==> config.mk <==
export PLATFORM = sky130hd
export DESIGN_NAME = vedic_4x4_seq_ctrl
export DESIGN_NICKNAME = d
export VERILOG_FILES = /design/src/rtl/vedic_pkg.sv /design/src/rtl/vedic_2_x_2_mul.sv /design/src/rtl/vedic_4x4_seq_ctrl.sv
export SDC_FILE = /design/constraint.sdc
export NUM_CORES = 1
export LEC_CHECK = 0
export BUFFER_PORTS_ARGS = -buffer_cell sky130_fd_sc_hd__buf_2
export CAP_MARGIN = 20
export CORE_UTILIZATION = 59
export CTS_BUF_LIST = sky130_fd_sc_hd__clkbuf_4
export CTS_CLUSTER_DIAMETER = 30
export DETAILED_ROUTE_END_ITERATION = 7
export PLACE_DENSITY_LB_ADDON = 0.15
export SYNTH_ARGS = -nofsm -noshare
export SYNTH_HDL_FRONTEND = slang
export SYNTH_SLANG_ARGS = --single-unit
==> constraint.sdc <==
create_clock -name clk -period 3.6 [get_ports clk]
set_clock_uncertainty 0.15 [all_clocks]
set_input_delay 0.18 -clock clk [delete_from_list [all_inputs] [get_ports clk]]
set_output_delay 0.18 -clock clk [all_outputs]
set_load 0.02 [all_outputs]
==> src/rtl/vedic_pkg.sv <==
// Shared constants for the sequential 4x4 Vedic multiplier: state encodings,
// step indices, per-step shift amounts and operand/product widths.
package vedic_pkg;

    localparam int OPER_W = 4;
    localparam int PROD_W = 8;

    localparam logic [1:0] ST_IDLE = 2'd0;
    localparam logic [1:0] ST_MUL  = 2'd1;
    localparam logic [1:0] ST_DONE = 2'd2;

    localparam logic [1:0] STEP_0 = 2'd0;
    localparam logic [1:0] STEP_1 = 2'd1;
    localparam logic [1:0] STEP_2 = 2'd2;
    localparam logic [1:0] STEP_3 = 2'd3;

    localparam logic [2:0] SHIFT_0 = 3'd0;
    localparam logic [2:0] SHIFT_1 = 3'd2;
    localparam logic [2:0] SHIFT_2 = 3'd2;
    localparam logic [2:0] SHIFT_3 = 3'd4;

    // Weight of each partial product: cross terms land at bit 2, high*high at bit 4.
    function automatic logic [2:0] step_shift(input logic [1:0] step);
        case (step)
            STEP_0:  step_shift = SHIFT_0;
            STEP_1:  step_shift = SHIFT_1;
            STEP_2:  step_shift = SHIFT_2;
            default: step_shift = SHIFT_3;
        endcase
    endfunction

endpackage

==> src/rtl/vedic_2_x_2_mul.sv <==
// Combinational 2x2 unsigned Vedic multiplier core (vertical and crosswise).
module vedic_2_x_2_mul (
    input  logic [1:0] a,
    input  logic [1:0] b,
    output logic [3:0] c
);

    logic cross_lo;
    logic cross_hi;
    logic carry;
    logic high;

    assign cross_lo = a[1] & b[0];
    assign cross_hi = a[0] & b[1];
    assign carry    = cross_lo & cross_hi;
    assign high     = a[1] & b[1];

    assign c[0] = a[0] & b[0];
    assign c[1] = cross_lo ^ cross_hi;
    assign c[2] = high ^ carry;
    assign c[3] = high & carry;

endmodule

==> src/rtl/vedic_4x4_seq_ctrl.sv <==
// Sequential 4x4 unsigned multiplier: one shared 2x2 Vedic core is stepped over
// the four operand-half pairs and the shifted partial products are accumulated.
module vedic_4x4_seq_ctrl
    import vedic_pkg::*;
(
    input  logic              clk,
    input  logic              rst_n,
    input  logic              start,
    input  logic [OPER_W-1:0] a,
    input  logic [OPER_W-1:0] b,
    output logic              busy,
    output logic              done,
    output logic [PROD_W-1:0] p
);

    logic [1:0]        state;
    logic [1:0]        step;
    logic [PROD_W-1:0] acc;
    logic [OPER_W-1:0] a_r;
    logic [OPER_W-1:0] b_r;

    logic [1:0]        core_a;
    logic [1:0]        core_b;
    logic [3:0]        core_c;
    logic [PROD_W-1:0] partial;
    logic [PROD_W-1:0] acc_nxt;

    // step[0] picks the high half of a, step[1] the high half of b.
    always_comb begin
        core_a  = step[0] ? a_r[3:2] : a_r[1:0];
        core_b  = step[1] ? b_r[3:2] : b_r[1:0];
        partial = {4'b0, core_c} << step_shift(step);
        acc_nxt = acc + partial;
    end

    vedic_2_x_2_mul u_core (
        .a (core_a),
        .b (core_b),
        .c (core_c)
    );

    always_ff @(posedge clk or negedge rst_n) begin
        if (!rst_n) begin
            state <= ST_IDLE;
            step  <= STEP_0;
            acc   <= '0;
            a_r   <= '0;
            b_r   <= '0;
            p     <= '0;
        end else begin
            case (state)
                ST_IDLE, ST_DONE: begin
                    if (start) begin
                        a_r   <= a;
                        b_r   <= b;
                        acc   <= '0;
                        step  <= STEP_0;
                        state <= ST_MUL;
                    end else begin
                        state <= ST_IDLE;
                    end
                end
                ST_MUL: begin
                    acc  <= acc_nxt;
                    step <= step + 2'd1;
                    if (step == STEP_3) begin
                        p     <= acc_nxt;
                        state <= ST_DONE;
                    end
                end
                default: state <= ST_IDLE;
            endcase
        end
    end

    assign busy = (state == ST_MUL);
    assign done = (state == ST_DONE);

endmodule
==> flow_summary.ini, run 1 <==
[timing]
fin_crit_ps = 3330
post-route-period-util_pct = 92.5
relSlewSlack_pct = 54.4
hold_slack_ps = 154
hold_viol_final = 0
rsz0062_at_grt = false
worst_slew_pin_slew_ps = 681
tns_ps = 0
slew_viol_final = 0
clock.fmax_mhz = 300
setup_violations = 0

[worst_setup_path]
r2r_slack_ps = 270
setup.worst_path.end_class = flop
path_class = flop to flop
crit_path_start = step[1]
r2r-end = acc[7]
r2r_cells = 12
cp_common_cell = ha_1
crit_buf_inv = 0
cp_max_fo = 6
critPathMaxStageDelay_ps = 480
crit_required_ps = 3730
crit_chain = mux2i_2 > nor2_1 > ha_1 > ha_1 > mux2i_1 > nor2b_1 > ha_1 > nand2_1 > o21ai_0 > a21oi_1 > nor3b_1 > mux2i_1
crit_end = acc[7]
worstPathArrival_ps = 3460
critPathSlowestCell = dfrtp_1
path_depth = 12
timing.rr.start = step[1]
cp_top_family = adder cells
worstSetupStartpointType = flop

[global_route]
grt_overflow = 0
grt_pass1_vias = 1206
grt_pass1_wl_um = 5420
grt_antenna_before_repair = 0
grt_usage_pct = 26.3
grt_max_degree = 29

[cts]
cts_tree = done
clk_path_buf_depth = 2
cts.reportedPaths.clkPinSlew_ps = 160
htreeDepth = 1
insertion_delay_ps = 340
post_cts_buffers = 0
numCtsBuffers = 3
clock-sinks = 28
root_buffer = clkbuf_4

[yosys]
yosysSeqAreaShare_pct = 44.1
synthFlopType = dfrtp_1
synth_edf_count = 0
synth_area_per_cell_um2 = 9.86
yosysWarnings = 0
syn_nets = 183
ys_ff_latch = 28
synth.distinct_cells = 35
synth_area_um2 = 1590
synthArstFlopShare_pct = 100
syn_inst = 161

[placed_design]
gp_congestion = 0.851
dp_hpwl_um = 2180
dp.cells = 205
port_buffers = 20

[die]
die_w_um = 53.9
boundaryPins = 21
core_um2 = 2500
die_h_um = 53.9
design.die.area_um2 = 2900
initial_core_util_pct = 63.5
num_rows = 18

[layout]
nets = 211
final.fill_count = 169
antenna_cells = 0
drive_gt1_share_pct = 17.6
synthToLayoutAreaGrowth_pct = 15.4
layout_commonest_cell = nand2_1
final_cells = 218
layout_common_cells = 34 x nand2_1, 28 x dfrtp_1, 20 x buf_2

[routing]
postRouteAntennaNets = 0
dr.pass1.iters = 4
vias = 1233
wl_um = 3160
wl_per_cell_um = 14.5
drt-initial-drc-count = 22
viasPerCell = 5.66
drcViolationCount = 0

[power]
p_switching_mw = 0.708
seq_power_share_pct = 32.5
combPwrFrac_pct = 54.7
p_clk_share_pct = 12.8
internal_power_mw = 0.940
power_mw = 1.65
irDropWorstVdd_mv = 0.605
netSwitchingFraction_pct = 43.0
powerDensity_nw_per_um2 = 900
power_leakage_nw = 0.946

[outcome]
status = finished, final reports clean

[min_path]
hold_class = input pin to flop

[flow_run]
maxCapViolations = 0
## sequential cells by signal (all words and copies together) (netlist names)
register  cells
acc           8
p             8
a_r           4
b_r           4
state         2
step          2
## cell usage after synthesis, drive strengths merged (3+ instances only)
| cell type | instances | share of area [%] |
|---|---|---|
| nand2 | 35 | 8.4 |
| dfrtp | 28 | 44 |
| nor2 | 11 | 2.6 |
| ha | 10 | 7.9 |
| o21ai | 8 | 2.5 |
| a22o | 7 | 3.9 |
| mux2i | 7 | 4.4 |
| nor2b | 6 | 2.5 |
| a21oi | 5 | 1.6 |
| mux2 | 5 | 3.8 |
| nand2b | 5 | 2.0 |
| buf | 4 | 2.0 |
| a21o | 3 | 1.4 |
| nand3 | 3 | 0.95 |
## per-stage QoR
step | setup WS [ps] | cell area [µm²] | utilization (%)
after CTS | 237 | 1830 | 73.1
final | 271 | 1830 | 73.3
after global routing | 48.6 | 1830 | 73.3
after detailed placement | 370 | 1690 | 67.4
after floorplan | 739 | 1590 | -
after global placement | 475 | 1690 | 67.4
## final cells by class
| type | count | area, µm² | area share [%] |
|---|---|---|---|
| multi-input combinational | 125 | 843 | 46.0 |
| sequential | 28 | 701 | 38.3 |
| timing repair buffer | 29 | 190 | 10.4 |
| tap | 30 | 37.5 | 2.05 |
| clock inverter | 1 | 30.0 | 1.64 |
| clock buffer | 3 | 22.5 | 1.23 |
| inverter | 2 | 7.51 | 0.410 |
## routing by layer
metal  part of all wire [%]  GRT usage (%)
met2                     47           39.7
met3                    3.6           4.24
met4                    2.1           13.2
met5                      0              0
met1                     48           36.4
## worst min-delay path by stage
stage                      from        to  depth (start not counted)
after CTS                 start  state[0]                          3
final                     start  state[0]                          3
after global placement    rst_n      p[6]                          1
after global routing      start  state[0]                          3
after floorplan           rst_n    a_r[0]                          0
after detailed placement  rst_n      p[6]                          1
## cell families (layout without fill, tap and decap cells)
logic type                 after synthesis  in the layout  share of synthesized area (%)
DFF                                     28             28                           44.1
xor gates and xnor gates                 5              5                           3.63
adders and majority gates               11             11                           9.14
buffers and inverters                    8             35                           2.99
muxes                                   12             12                           8.20
AOI/OAI and AO/OA                       28             28                           11.8
and+or+nand+nor                         69             69                           20.1
## power groups by stage
stage          clock network, mW  logic, mW  registers, mW
6_report                   0.211      0.902          0.535
5_1_grt                    0.224       1.01          0.554
4_1_cts                    0.213      0.898          0.532
3_5_place_dp                   0      0.867          0.540
3_3_place_gp                   0      0.839          0.535
2_1_floorplan                  0      0.665          0.566
## worst min-delay path: cells and delay by family
family                 cells  cell delay [ps]
and+or+nand+nor            1              210
AOI/OAI and AO/OA          1              140
buffers and inverters      1               90
## repair_timing
item,in CTS,in global routing
resized for setup,0,1
hold buffers,9,0
endpoints found under the hold margin,36,0
setup endpoints to repair,0,1
Note: power is estimated with default switching activity, not from simulation.
==> inputs of run 2 (changes only) <==
CORE_UTILIZATION = 34   (was 59)
==> run 2 against run 1 <==
  * Via count is 2.4% lower
  * Sequential share of layout area up 0.052 points
  * Cell area fell by 0.14%
  * Critical endpoint is now p[7]
  * Sequential power about the same
  * Die area rose by 70%
  * Core utilization is 32 points lower
==> flow_summary.ini, run 2 (synthesis results as in run 1) <==
[outcome]
status = finished, final reports clean

[worst_setup_path]
cp_max_fo = 4
worstSetupStartpointType = flop
worstPathArrival_ps = 3360
crit_buf_inv = 0
critPathMaxStageDelay_ps = 460
critPathSlowestCell = dfrtp_1
crit_required_ps = 3690
r2r_slack_ps = 330
cp_top_family = adder cells
cp_common_cell = ha_1
setup.worst_path.end_class = flop
crit_chain = mux2i_1 > nor2_1 > ha_1 > nor3b_1 > ha_1 > a211oi_1 > o211ai_1 > nand2_1 > xnor3_1 > mux2_4
path_class = flop to flop

[layout]
reg.largest.list = acc: 8 flops, p: 8 flops
layout_common_cells = 34 x nand2_1, 28 x dfrtp_1, 20 x buf_2
nets = 211
antenna_cells = 0
drive_gt1_share_pct = 16.5
final_cells = 240
synthToLayoutAreaGrowth_pct = 15.2
layout_commonest_cell = nand2_1

[routing]
viasPerCell = 5.01
dr.pass1.iters = 4
wl_um = 3260
drcViolationCount = 0
wl_per_cell_um = 13.6
vias = 1203
drt-initial-drc-count = 56
postRouteAntennaNets = 0

[placed_design]
dp_slack_ps = 393
gp_congestion = 0.792
dp_hpwl_um = 2370
dp.cells = 227
port_buffers = 20

[global_route]
grt_max_degree = 29
grt_pass1_wl_um = 5780
grt_overflow = 0
grt_pass1_vias = 1258
grt_usage_pct = 14.8
grt_antenna_before_repair = 0

[timing]
rsz0062_at_grt = false
setup_violations = 0
clock.fmax_mhz = 306
relSlewSlack_pct = 55.2
post-route-period-util_pct = 90.7
hold_slack_ps = 176
fin_crit_ps = 3270
hold_viol_final = 0
slew_viol_final = 0
tns_ps = 0
fin_ws_ps = 334
worst_slew_pin_slew_ps = 669

[cts]
clk_path_buf_depth = 2
numCtsBuffers = 3
htreeDepth = 1
cts_tree = done
root_buffer = clkbuf_4
post_cts_buffers = 0
insertion_delay_ps = 330
cts.reportedPaths.clkPinSlew_ps = 160
clock-sinks = 28

[die]
initial_core_util_pct = 36.0
die_w_um = 70.3
num_rows = 24
boundaryPins = 21
core_um2 = 4410
design.die.area_um2 = 4950
die_h_um = 70.3

[flow_run]
maxCapViolations = 0

[power]
irDropWorstVdd_mv = 0.279
power_leakage_nw = 0.934
powerDensity_nw_per_um2 = 847

[min_path]
hold_class = input pin to flop
## run 2: power by group
| group | switching [mW] | internal, mW |
|---|---|---|
| logic | 0.507 | 0.372 |
| registers | 0.0832 | 0.449 |
| clock network | 0.0975 | 0.0408 |
| total | 0.688 | 0.861 |
## run 2: layout make-up
cell class / instances / area, µm²
fillers: 451 / 2580
repair buffers: 29 / 190
inverters: 2 / 7.51
well taps: 52 / 65.1
multi-input cells: 125 / 840
clock inverters: 1 / 3.75
clock buffers: 3 / 22.5
flip-flops and latches: 28 / 701
## run 2: per-stage QoR
step	total power [mW]	utilization [%]	area, µm²
2_1_floorplan	1.23	-	1590
3_5_place_dp	1.42	38.8	1710
5_1_grt	1.69	41.4	1830
6_report	1.55	41.4	1830
3_3_place_gp	1.39	38.8	1710
4_1_cts	1.57	41.4	1830
## run 2: path summary, 6_finish.rpt
kind                         start      to  cells past startpoint
setup / recovery           step[1]    p[7]                     10
hold / removal               start  b_r[1]                      4
max in group asynchronous    rst_n    p[6]                      2
hold reg to reg               p[5]    p[5]                      2
min in group asynchronous    rst_n    p[1]                      2
setup reg to reg           step[1]    p[7]                     10
## run 2: worst reg2reg max path, stage by stage, from the launching register on
cell	delay, ps
dfrtp_1	460
mux2i_1	300
nor2_1	80
ha_1	330
nor3b_1	380
ha_1	330
a211oi_1	340
o211ai_1	210
nand2_1	110
xnor3_1	220
mux2_4	260
## run 2: metal layers
metal	share of wire (%)	global-route usage, %
met5	0	0
met4	2.0	6.67
met3	2.5	1.88
met2	46	24.8
met1	49	19.0
## run 2: repair_timing
action                                  in CTS  in global routing
endpoints found under the hold margin       36                  0
hold buffers                                 9                  0
endpoints found under the setup margin       0                  0
gates resized for setup                      0                  0
